<file path="config.mk">
export PLATFORM = sky130hd
export DESIGN_NAME = inst_asm
export DESIGN_NICKNAME = d
export VERILOG_FILES = /design/src/rtl/inst_asm.sv
export SDC_FILE = /design/constraint.sdc
export NUM_CORES = 1
export LEC_CHECK = 0
export ABC_AREA = 0
export BUFFER_PORTS_ARGS = -buffer_cell sky130_fd_sc_hd__clkbuf_2
export CELL_PAD_IN_SITES_DETAIL_PLACEMENT = 1
export CELL_PAD_IN_SITES_GLOBAL_PLACEMENT = 2
export CORE_ASPECT_RATIO = 1.25
export CORE_UTILIZATION = 42
export CTS_CLUSTER_SIZE = 25
export DETAILED_ROUTE_END_ITERATION = 8
export PLACE_DENSITY_LB_ADDON = 0.1
export SLEW_MARGIN = 10
export SYNTH_ARGS = -nofsm -noshare
export SYNTH_HDL_FRONTEND = slang
export SYNTH_SLANG_ARGS = --single-unit
</file>
<file path="constraint.sdc">
create_clock -name clk -period 11 [get_ports clk]
set_clock_uncertainty 0.05 [all_clocks]
set_input_delay 1.1 -clock clk [delete_from_list [all_inputs] [get_ports clk]]
set_output_delay 1.1 -clock clk [all_outputs]
set_load 0.05 [all_outputs]
</file>
<file path="src/rtl/inst_asm.sv">
`default_nettype none
// ============================================================================
// Module   : inst_asm
// Purpose  : Streaming ASCII line assembler producing RV32I machine code.
// Revision : 1.0
// ============================================================================
module inst_asm #(
  parameter int IMM_DIGITS = 6
) (
  input  logic        clk,
  input  logic        rst_n,
  input  logic        ch_valid,
  input  logic [7:0]  ch_data,
  output logic        ch_ready,
  output logic        inst_valid,
  output logic [31:0] inst,
  output logic        err,
  input  logic        inst_ready
);

  localparam int CW = $clog2(IMM_DIGITS + 4);

  typedef enum logic [2:0] {IDLE, MNEM, OPND, SKIP, DONE} state_t;
  typedef enum logic [2:0] {F_R, F_I, F_S, F_B, F_U, F_J, F_N} fmt_t;

  state_t         state_q, state_d;
  logic [39:0]    mnem_q, mnem_d;
  logic [2:0]     mcnt_q, mcnt_d;
  fmt_t           fmt_q, fmt_d;
  logic [2:0]     f3_q, f3_d;
  logic           alt_q, alt_d;
  logic [6:0]     opc_q, opc_d;
  logic [1:0]     opidx_q, opidx_d;
  logic           intok_q, intok_d;
  logic           end_q, end_d;
  logic [CW-1:0]  dcnt_q, dcnt_d;
  logic           hflag_q, hflag_d;
  logic [23:0]    acc_q, acc_d;
  logic [2:0][4:0] regs_q, regs_d;
  logic [31:0]    inst_q, inst_d;
  logic           err_q, err_d;

  logic        w_known, w_alt, w_fail, w_lower, w_term, w_space;
  logic        w_immk, w_tok_ok, w_have, w_anytok;
  fmt_t        w_fmt;
  logic [2:0]  w_f3;
  logic [6:0]  w_opc;
  logic [1:0]  w_nops;
  logic [4:0]  w_hex;
  logic [11:0] w_imm12;
  logic [31:0] w_enc;
  logic        w_unused;

  function automatic logic [4:0] hexval(input logic [7:0] c);
    if (c >= "0" && c <= "9")      hexval = {1'b1, c[3:0]};
    else if ((c >= "a" && c <= "f") || (c >= "A" && c <= "F"))
                                   hexval = {1'b1, c[3:0] + 4'd9};
    else                           hexval = 5'd0;
  endfunction

  assign w_hex    = hexval(ch_data);
  assign w_lower  = (ch_data >= "a") && (ch_data <= "z");
  assign w_term   = (ch_data == 8'h0A) || (ch_data == ";");
  assign w_space  = (ch_data == " ");
  assign w_unused = ^acc_q[23:21];

  // Mnemonic table; characters are packed right-aligned, first letter highest.
  always_comb begin
    w_known = 1'b1;
    w_fmt   = F_R;
    w_f3    = 3'd0;
    w_alt   = 1'b0;
    w_opc   = 7'h33;
    case (mnem_q)
      {16'd0, "add"}:  ;
      {16'd0, "sub"}:  w_alt = 1'b1;
      {16'd0, "and"}:  w_f3 = 3'd7;
      {24'd0, "or"}:   w_f3 = 3'd6;
      {16'd0, "xor"}:  w_f3 = 3'd4;
      {16'd0, "slt"}:  w_f3 = 3'd2;
      {16'd0, "sll"}:  w_f3 = 3'd1;
      {16'd0, "srl"}:  w_f3 = 3'd5;
      {16'd0, "sra"}:  begin w_f3 = 3'd5; w_alt = 1'b1; end
      {8'd0, "addi"}:  begin w_fmt = F_I; w_opc = 7'h13; end
      {8'd0, "andi"}:  begin w_fmt = F_I; w_opc = 7'h13; w_f3 = 3'd7; end
      {16'd0, "ori"}:  begin w_fmt = F_I; w_opc = 7'h13; w_f3 = 3'd6; end
      {8'd0, "xori"}:  begin w_fmt = F_I; w_opc = 7'h13; w_f3 = 3'd4; end
      {8'd0, "slti"}:  begin w_fmt = F_I; w_opc = 7'h13; w_f3 = 3'd2; end
      {8'd0, "slli"}:  begin w_fmt = F_I; w_opc = 7'h13; w_f3 = 3'd1; end
      {8'd0, "srli"}:  begin w_fmt = F_I; w_opc = 7'h13; w_f3 = 3'd5; end
      {8'd0, "srai"}:  begin w_fmt = F_I; w_opc = 7'h13; w_f3 = 3'd5; w_alt = 1'b1; end
      {24'd0, "lw"}:   begin w_fmt = F_I; w_opc = 7'h03; w_f3 = 3'd2; end
      {8'd0, "jalr"}:  begin w_fmt = F_I; w_opc = 7'h67; end
      {24'd0, "sw"}:   begin w_fmt = F_S; w_opc = 7'h23; w_f3 = 3'd2; end
      {16'd0, "beq"}:  begin w_fmt = F_B; w_opc = 7'h63; end
      {16'd0, "bne"}:  begin w_fmt = F_B; w_opc = 7'h63; w_f3 = 3'd1; end
      {16'd0, "lui"}:  begin w_fmt = F_U; w_opc = 7'h37; end
      {16'd0, "jal"}:  begin w_fmt = F_J; w_opc = 7'h6F; end
      {16'd0, "nop"}:  begin w_fmt = F_N; w_opc = 7'h13; end
      default:         w_known = 1'b0;
    endcase
  end

  always_comb begin
    case (fmt_q)
      F_R, F_I, F_S, F_B: w_nops = 2'd3;
      F_U, F_J:           w_nops = 2'd2;
      default:            w_nops = 2'd0;
    endcase
  end

  // The immediate is always the last operand, so acc_q holds it at the terminator.
  assign w_immk   = (fmt_q != F_R) && (opidx_q == w_nops - 2'd1);
  assign w_tok_ok = w_immk ? (dcnt_q != '0)
                           : (intok_q && dcnt_q == CW'(2) && acc_q[7:5] == 3'd0);
  assign w_have   = end_q || (intok_q && w_tok_ok);
  assign w_anytok = end_q || intok_q;
  assign w_imm12  = acc_q[11:0] | {1'b0, alt_q, 10'd0};

  always_comb begin
    case (fmt_q)
      F_R:     w_enc = {1'b0, alt_q, 5'd0, regs_q[2], regs_q[1], f3_q, regs_q[0], opc_q};
      F_I:     w_enc = {w_imm12, regs_q[1], f3_q, regs_q[0], opc_q};
      F_S:     w_enc = {acc_q[11:5], regs_q[1], regs_q[0], f3_q, acc_q[4:0], opc_q};
      F_B:     w_enc = {acc_q[12], acc_q[10:5], regs_q[1], regs_q[0], f3_q,
                        acc_q[4:1], acc_q[11], opc_q};
      F_U:     w_enc = {acc_q[19:0], regs_q[0], opc_q};
      F_J:     w_enc = {acc_q[20], acc_q[10:1], acc_q[11], acc_q[19:12], regs_q[0], opc_q};
      default: w_enc = 32'h0000_0013;
    endcase
  end

  always_comb begin
    state_d = state_q;
    mnem_d  = mnem_q;
    mcnt_d  = mcnt_q;
    fmt_d   = fmt_q;
    f3_d    = f3_q;
    alt_d   = alt_q;
    opc_d   = opc_q;
    opidx_d = opidx_q;
    intok_d = intok_q;
    end_d   = end_q;
    dcnt_d  = dcnt_q;
    hflag_d = hflag_q;
    acc_d   = acc_q;
    regs_d  = regs_q;
    inst_d  = inst_q;
    err_d   = err_q;
    w_fail  = 1'b0;
    if (state_q == DONE) begin
      if (inst_ready) begin
        state_d = IDLE;
        inst_d  = 32'd0;
        err_d   = 1'b0;
      end
    end else if (ch_valid) begin
      case (state_q)
        IDLE: begin
          if (w_lower) begin
            state_d = MNEM;
            mnem_d  = {32'd0, ch_data};
            mcnt_d  = 3'd1;
            opidx_d = 2'd0;
            intok_d = 1'b0;
            end_d   = 1'b0;
            dcnt_d  = '0;
            hflag_d = 1'b0;
            acc_d   = 24'd0;
            regs_d  = '0;
          end else if (!w_space && !w_term) begin
            w_fail = 1'b1;
          end
        end
        MNEM: begin
          if (w_lower) begin
            if (mcnt_q == 3'd5) w_fail = 1'b1;
            else begin
              mnem_d = {mnem_q[31:0], ch_data};
              mcnt_d = mcnt_q + 3'd1;
            end
          end else if ((w_space || w_term) && w_known) begin
            fmt_d = w_fmt;
            f3_d  = w_f3;
            alt_d = w_alt;
            opc_d = w_opc;
            if (!w_term)            state_d = OPND;
            else if (w_fmt == F_N) begin
              state_d = DONE;
              inst_d  = 32'h0000_0013;
              err_d   = 1'b0;
            end else                w_fail = 1'b1;
          end else begin
            w_fail = 1'b1;
          end
        end
        OPND: begin
          if (w_space) begin
            if (intok_q) begin
              if (w_tok_ok) begin
                end_d   = 1'b1;
                intok_d = 1'b0;
              end else w_fail = 1'b1;
            end
          end else if (ch_data == ",") begin
            if (w_have && ({1'b0, opidx_q} + 3'd1 < {1'b0, w_nops})) begin
              opidx_d = opidx_q + 2'd1;
              intok_d = 1'b0;
              end_d   = 1'b0;
              dcnt_d  = '0;
              hflag_d = 1'b0;
              acc_d   = 24'd0;
            end else w_fail = 1'b1;
          end else if (w_term) begin
            if (w_anytok ? (w_have && opidx_q == w_nops - 2'd1) : (w_nops == 2'd0)) begin
              state_d = DONE;
              inst_d  = w_enc;
              err_d   = 1'b0;
            end else w_fail = 1'b1;
          end else if (end_q || w_nops == 2'd0) begin
            w_fail = 1'b1;
          end else if (!w_immk) begin
            if (!intok_q) begin
              if (ch_data == "x") intok_d = 1'b1;
              else                w_fail  = 1'b1;
            end else if (w_hex[4] && dcnt_q < CW'(2)) begin
              acc_d            = {acc_q[19:0], w_hex[3:0]};
              regs_d[opidx_q]  = {regs_q[opidx_q][0], w_hex[3:0]};
              dcnt_d           = dcnt_q + CW'(1);
            end else w_fail = 1'b1;
          end else begin
            if (w_hex[4] && !hflag_q && dcnt_q < CW'(IMM_DIGITS)) begin
              acc_d   = {acc_q[19:0], w_hex[3:0]};
              intok_d = 1'b1;
              dcnt_d  = dcnt_q + CW'(1);
            end else if (ch_data == "H" && dcnt_q != '0 && !hflag_q) begin
              hflag_d = 1'b1;
            end else w_fail = 1'b1;
          end
        end
        SKIP: begin
          if (w_term) begin
            state_d = DONE;
            inst_d  = 32'd0;
            err_d   = 1'b1;
          end
        end
        default: ;
      endcase
      // A terminator that itself triggers the error skips SKIP entirely.
      if (w_fail) begin
        state_d = w_term ? DONE : SKIP;
        inst_d  = 32'd0;
        err_d   = w_term;
      end
    end
  end

  always_ff @(posedge clk or negedge rst_n) begin
    if (!rst_n) begin
      state_q <= IDLE;
      mnem_q  <= 40'd0;
      mcnt_q  <= 3'd0;
      fmt_q   <= F_R;
      f3_q    <= 3'd0;
      alt_q   <= 1'b0;
      opc_q   <= 7'd0;
      opidx_q <= 2'd0;
      intok_q <= 1'b0;
      end_q   <= 1'b0;
      dcnt_q  <= '0;
      hflag_q <= 1'b0;
      acc_q   <= 24'd0;
      regs_q  <= '0;
      inst_q  <= 32'd0;
      err_q   <= 1'b0;
    end else begin
      state_q <= state_d;
      mnem_q  <= mnem_d;
      mcnt_q  <= mcnt_d;
      fmt_q   <= fmt_d;
      f3_q    <= f3_d;
      alt_q   <= alt_d;
      opc_q   <= opc_d;
      opidx_q <= opidx_d;
      intok_q <= intok_d;
      end_q   <= end_d;
      dcnt_q  <= dcnt_d;
      hflag_q <= hflag_d;
      acc_q   <= acc_d;
      regs_q  <= regs_d;
      inst_q  <= inst_d;
      err_q   <= err_d;
    end
  end

  assign ch_ready   = (state_q != DONE);
  assign inst_valid = (state_q == DONE);
  assign inst       = inst_q;
  assign err        = err_q;

endmodule
`default_nettype wire

</file>
# ---- Yosys cells after proc, flatten, opt, wreduce, memory -nomap -nowiden
# Cells that the tools add are included.
dict set report classes {
  n_reduce_logical 61
  magnitude_cmp 12
  mux 151
  div_mod_pow 0
  n_addsub 6
  bitwise 3
  mul 0
  eq_ne 86
  n_shift 0
}
# op count
set op_table {}
lappend op_table {{equality test 40 x 23 -> 1 bit, second input constant} 14}
lappend op_table {{2-to-1 mux 32 bit} 13}
lappend op_table {{equality test 40 x 31 -> 1 bit, second input constant} 8}
lappend op_table {{2-to-1 mux 21 bit} 10}
lappend op_table {{one-hot mux 32 bit (6 select lines)} 1}
lappend op_table {{equality test 40 x 15 -> 1 bit, second input constant} 3}
lappend op_table {{2-to-1 mux 15 bit} 8}
lappend op_table {{2-to-1 mux 40 bit} 3}
lappend op_table {{one-hot mux 32 bit (3 select lines)} 1}
lappend op_table {{one-hot mux 40 bit (2 select lines)} 1}
lappend op_table {{!= test 4 bit, second input constant} 16}
lappend op_table {{2-to-1 mux 1 bit} 62}
lappend op_table {{2-to-1 mux 3 bit} 17}
lappend op_table {{one-hot mux 7 bit (7 select lines)} 1}
lappend op_table {{one-hot mux 21 bit (2 select lines)} 1}
lappend op_table {{2-to-1 mux 4 bit} 10}
lappend op_table {{one-hot mux 3 bit (6 select lines)} 2}
lappend op_table {{!= test 3 bit, second input constant} 11}
lappend op_table {{AND reduction 11 bit} 3}
lappend op_table {{one-hot mux 15 bit (2 select lines)} 1}
lappend op_table {{OR reduction 25 bit} 1}
lappend op_table {{equality test 8 x 6 -> 1 bit, second input constant} 3}
lappend op_table {{<= comparator 8 x 7 -> 1 bit, second input constant} 3}
lappend op_table {{!= test 2 bit, second input constant} 12}
lappend op_table {{56 further kinds} 114}
dict set report totals {
  reg_bits 138
  wordCells 337
  memories 0
  rom_bits 0
  ramBits 0
  output_inout_bits 35
  latchBits 0
  in_bits 12
}

# ---- Logic depth before layout (Yosys ltp)
dict set report depth {
  word_depth 21
  ltp_mapped 15
  ltp_nobuf 12
}

# ---- Worst setup path after synthesis
# No wires, ideal clock.
dict set report synth_path {
  kind {input to register}
  from {input port ch_data[0]}
  to {register state_q[0]}
  path_stages 13
  arrival_time_ns 3.931
  t_required_ns 10.822
  setup_ns 0.128
  path_buffers 2
  setup_slack_ns 6.891
  path_cell_list {inv_1 -> ha_1 -> or3b_1 -> and4_4 -> buf_6 -> a311o_1 -> buf_6 -> a211oi_2 -> o31ai_2 -> o31ai_4 -> a2bb2oi_4 -> nor3b_2 -> mux2_1}
}
dict set report synth_via {
  elab_chain_len 19
  word_cells_on_any_way 68
  cone_classes {order compare: 7; eq/ne: 15; mux: 28; reduce/logical: 18}
}
# item line_no
set synth_lines {}
lappend synth_lines {{start: declaration} 13} ;# input logic [7:0] ch_data,
lappend synth_lines {{branches (longest 19 deep; another with >= comparator 8 x 7 -> 1 bit)} n/a}
lappend synth_lines {{end signal: assignment} 278} ;# state_q <= state_d;
lappend synth_lines {{end: declaration} 26} ;# state_t state_q, state_d;
# Several ways; the timed one is not identified. The select of a mux whose other input is x is not followed.
# A chain may end at the register's enable or synchronous reset.

# ---- Worst setup path in the final report
dict set report layout_path {
  from {register fmt_q[2]}
  to {register inst_q[4] (netlist: inst[4])}
}
dict set report layout_via {
  elab_chain_len 21
  word_cells_on_any_way 54
  cone_classes {add/sub: 1; order compare: 1; eq/ne: 15; mux: 24; reduce/logical: 13}
}
# item line_no
set layout_lines {}
lappend layout_lines {{start: declaration} 29} ;# fmt_t fmt_q, fmt_d;
lappend layout_lines {{start signal: assignment} 281} ;# fmt_q <= fmt_d;
lappend layout_lines {{branches (longest 21 deep; another with subtractor 2 x 1 -> 2 bit)} n/a}
lappend layout_lines {{end signal: assignment} 292} ;# inst_q <= inst_d;
lappend layout_lines {{end: declaration} 40} ;# logic [31:0] inst_q, inst_d;
# Several ways; the timed one is not identified. The select of a mux whose other input is x is not followed.

==> run metrics <==
Post-Route WL between 20 and 30 mm; die area roughly 20000 um2; Post-Syn Nets between 900 and 1000; DRT iter0 DRCs 389; Max Root-Sink Buffers 2; Post-Synthesis Cell Area between 8000 and 9000 um2; Cells after DPL roughly 1100; crit path from fmt_q[2]; setup tns final 0 ns; CTS Buf Count 17; Seq/Total Area, Yosys 41.3%; Setup crit end kind flip-flop; DR pass1 iterations 5; postcts setup bufs 0; outcome finished, final reports clean; Layout area overhead 11.8%; WHS Endpoint opc_q[6]; largest family of logic cells by synthesized area simple AND/OR/NAND/NOR gates; Die H 159 um; Synth Area in XOR/XNOR less than 1%; area leader, netlist dfrtp_1; Final WS setup roughly 6.0 ns; Chip Width 127 um; RR Endpoint inst[4]; vias in the first global route between 7000 and 8000; CTS tree yes; yosys warns 0; Pwr Total 0.00183 W; WS Path Type reg -> reg; RSZ-0062 raised after global routing no; Synth Flop Type dfrtp_1; Fin. Hold Viols 0; pin count of the biggest net entering global routing 86; CTS clk-pin slew, worst paths approximately 0.070 ns; Cell Count, Final, Fillers Out roughly 1200; gr usage total 28.2%; post-synthesis mux area share between 5 and 6%; max-slew violations 0; clk root buf clkbuf_16; register bit total from synthesis between 100 and 150; cell with the most instances after synthesis dfrtp_1; routed len/inst between 20 and 25 um; initial antenna violation count 0; fmax around 0.2 GHz; top post-synthesis cells by count dfrtp_1 (136), nand2_1 (63), nor2_1 (59); Hold Startpoint opc_q[6]; Arrival @ worst endpoint ~5.3 ns; Setup crit start kind flip-flop; post-synth top area share slightly above 40%; FILL cells about 2200; Max Cap Viol 0; Cell Rows 56; Worst Path Required 11.26 ns; Core Area 19000 um2; Worst Tran Pin Value about 1.1 ns; post-route ant nets 0; clock latency at the later pin of the worst-skew pair about 0.44 ns; PostCTS Resize Cnt 0; minimum clock period about 5.0 ns; CTS Hold Bufs 0; Synth Area in Simple Gates a little under a quarter; vias per cell 6.24; Post-synth EDFFs 0; Rel. slew slack 24.9%; # IOs 47; post-synthesis compound-gate area fraction between 20% and 30%; Worst Reg-to-Reg Cells 12; Final HPWL DP 20.0 mm; initial core utilization 43.4%; gate count of the mapped netlist ~880; first-pass GRT wire length 43.3 mm; Area contributors post-synth dfrtp_1 (41%), a22o_1 (6.2%), o21ai_0 (3.5%); reg-to-reg slack, setup 5.98 ns; CTS sink cnt around 140; DRC 0; IO Port Bufs 46; adder-cell share of the synthesized area around 2.5%; htree depth 4; period utilization between 40 and 50%; routability cong. ~0.95; # diodes 0; R2R Path Start fmt_q[2]; layout cells sized above 1 13.8%; FFs w/ async S/R, synth between 90% and 100%; final number of setup-violating endpoints 0; pre-CTS setup slack between 5 and 6 ns; power per cell area ~200 nW/um2; worst hold path class reg -> reg; Lkg Pwr between 3 and 4 nW; syn_area_per_cell ~9.4 um2; Yosys cell types a little under 80; grt total ovfl 0; hold depth 2; Layout Nets 928; vias approximately 7300; VDD IR max about 0.00012 V; Crit Path Max Fanout 32
[cells by family after synthesis]
kind of cell               Yosys count
muxes                               40
AOI/OAI and AO/OA                  252
DFF                                136
and+or+nand+nor                    334
adders and majority gates           16
xor gates and xnor gates             7
buffers and inverters               94
[stage by stage]
step	area (um2)	hold slack (ns)	utilization [%]
finish	9220	0.433	48.5
global route	9220	0.461	48.5
CTS	9220	0.438	48.5
detailed placement	8650	0.424	45.6
global placement	8650	0.421	45.6
floorplan	8240	0.386	-
[registers in the layout (all words and copies together), names as in the netlist]
register  flops
mcnt_q        3
hflag_q       1
alt_q         1
f3_q          3
end_q         1
intok_q       1
opc_q         6
acc_q        21
state_q       3
opidx_q       2
regs_q       15
err           1
mnem_q       40
dcnt_q        4
inst         31
fmt_q         3
[cell type report]
| cell class | count | area [um2] | share of cell area [%] |
|---|---|---|---|
| clock inverters | 14 | 126 | 1.37 |
| clock buffers | 18 | 439 | 4.77 |
| flip-flops and latches | 136 | 3400 | 36.9 |
| well taps | 261 | 327 | 3.54 |
| multi-input cells | 649 | 4450 | 48.3 |
| inverters | 38 | 143 | 1.55 |
| repair buffers | 58 | 327 | 3.54 |
[layer usage]
| layer | wire length [um] | up-vias | share of wire (%) | global-route usage, % |
|---|---|---|---|---|
| met5 | 0 | - | 0 | 0 |
| met4 | 1100 | 0 | 4.1 | 13.9 |
| met3 | 763 | 62 | 2.8 | 3.56 |
| met2 | 13900 | 188 | 52 | 50.6 |
| met1 | 11200 | 3686 | 42 | 33.1 |
| li1 | - | 3384 | - | - |
[placed cells by master, fill, tap and decap left out, drive strengths merged, types with 10 or more instances in the layout]
cell,Yosys,layout
a211oi,11,11
a21oi,21,21
a22o,58,58
a22oi,24,24
a31oi,10,10
a32o,10,10
buf,16,13
clkbuf,40,63
dfrtp,136,136
ha,15,15
inv,37,46
mux2,18,18
mux2i,22,22
nand2,63,63
nand2b,11,11
nand3,47,47
nand4,23,23
nor2,59,59
nor2b,13,13
nor3,25,25
nor4,21,21
nor4bb,11,11
o21ai,59,59
o22ai,15,15
[critical path: stages, from the launching register on]
cell	delay, ns
dfrtp_1	0.78
inv_1	0.27
nor2_1	0.39
fa_1	0.50
or3b_2	0.21
nor2b_1	0.23
o2111a_1	0.22
a211oi_1	0.07
nor3_1	0.45
o31ai_4	0.17
or2_2	0.41
o211ai_4	0.76
mux2_1	0.39
[worst max-delay path by stage]
stage	end	cells after the start	slack [ns]
after floorplan	state_q[0]	13	6.89
after global placement	inst[27]	12	6.19
after detailed placement	inst[6]	12	5.94
after CTS	inst[4]	12	5.99
after global routing	inst[1]	12	5.68
final	inst[4]	12	5.98
[power by group]
part           total [W]  switching, W  internal (W)
registers       0.000691      0.000125      0.000566
logic           0.000582      0.000389      0.000193
clock network   0.000560      0.000256      0.000304
No activity file was read; power rests on OpenSTA's default activity.
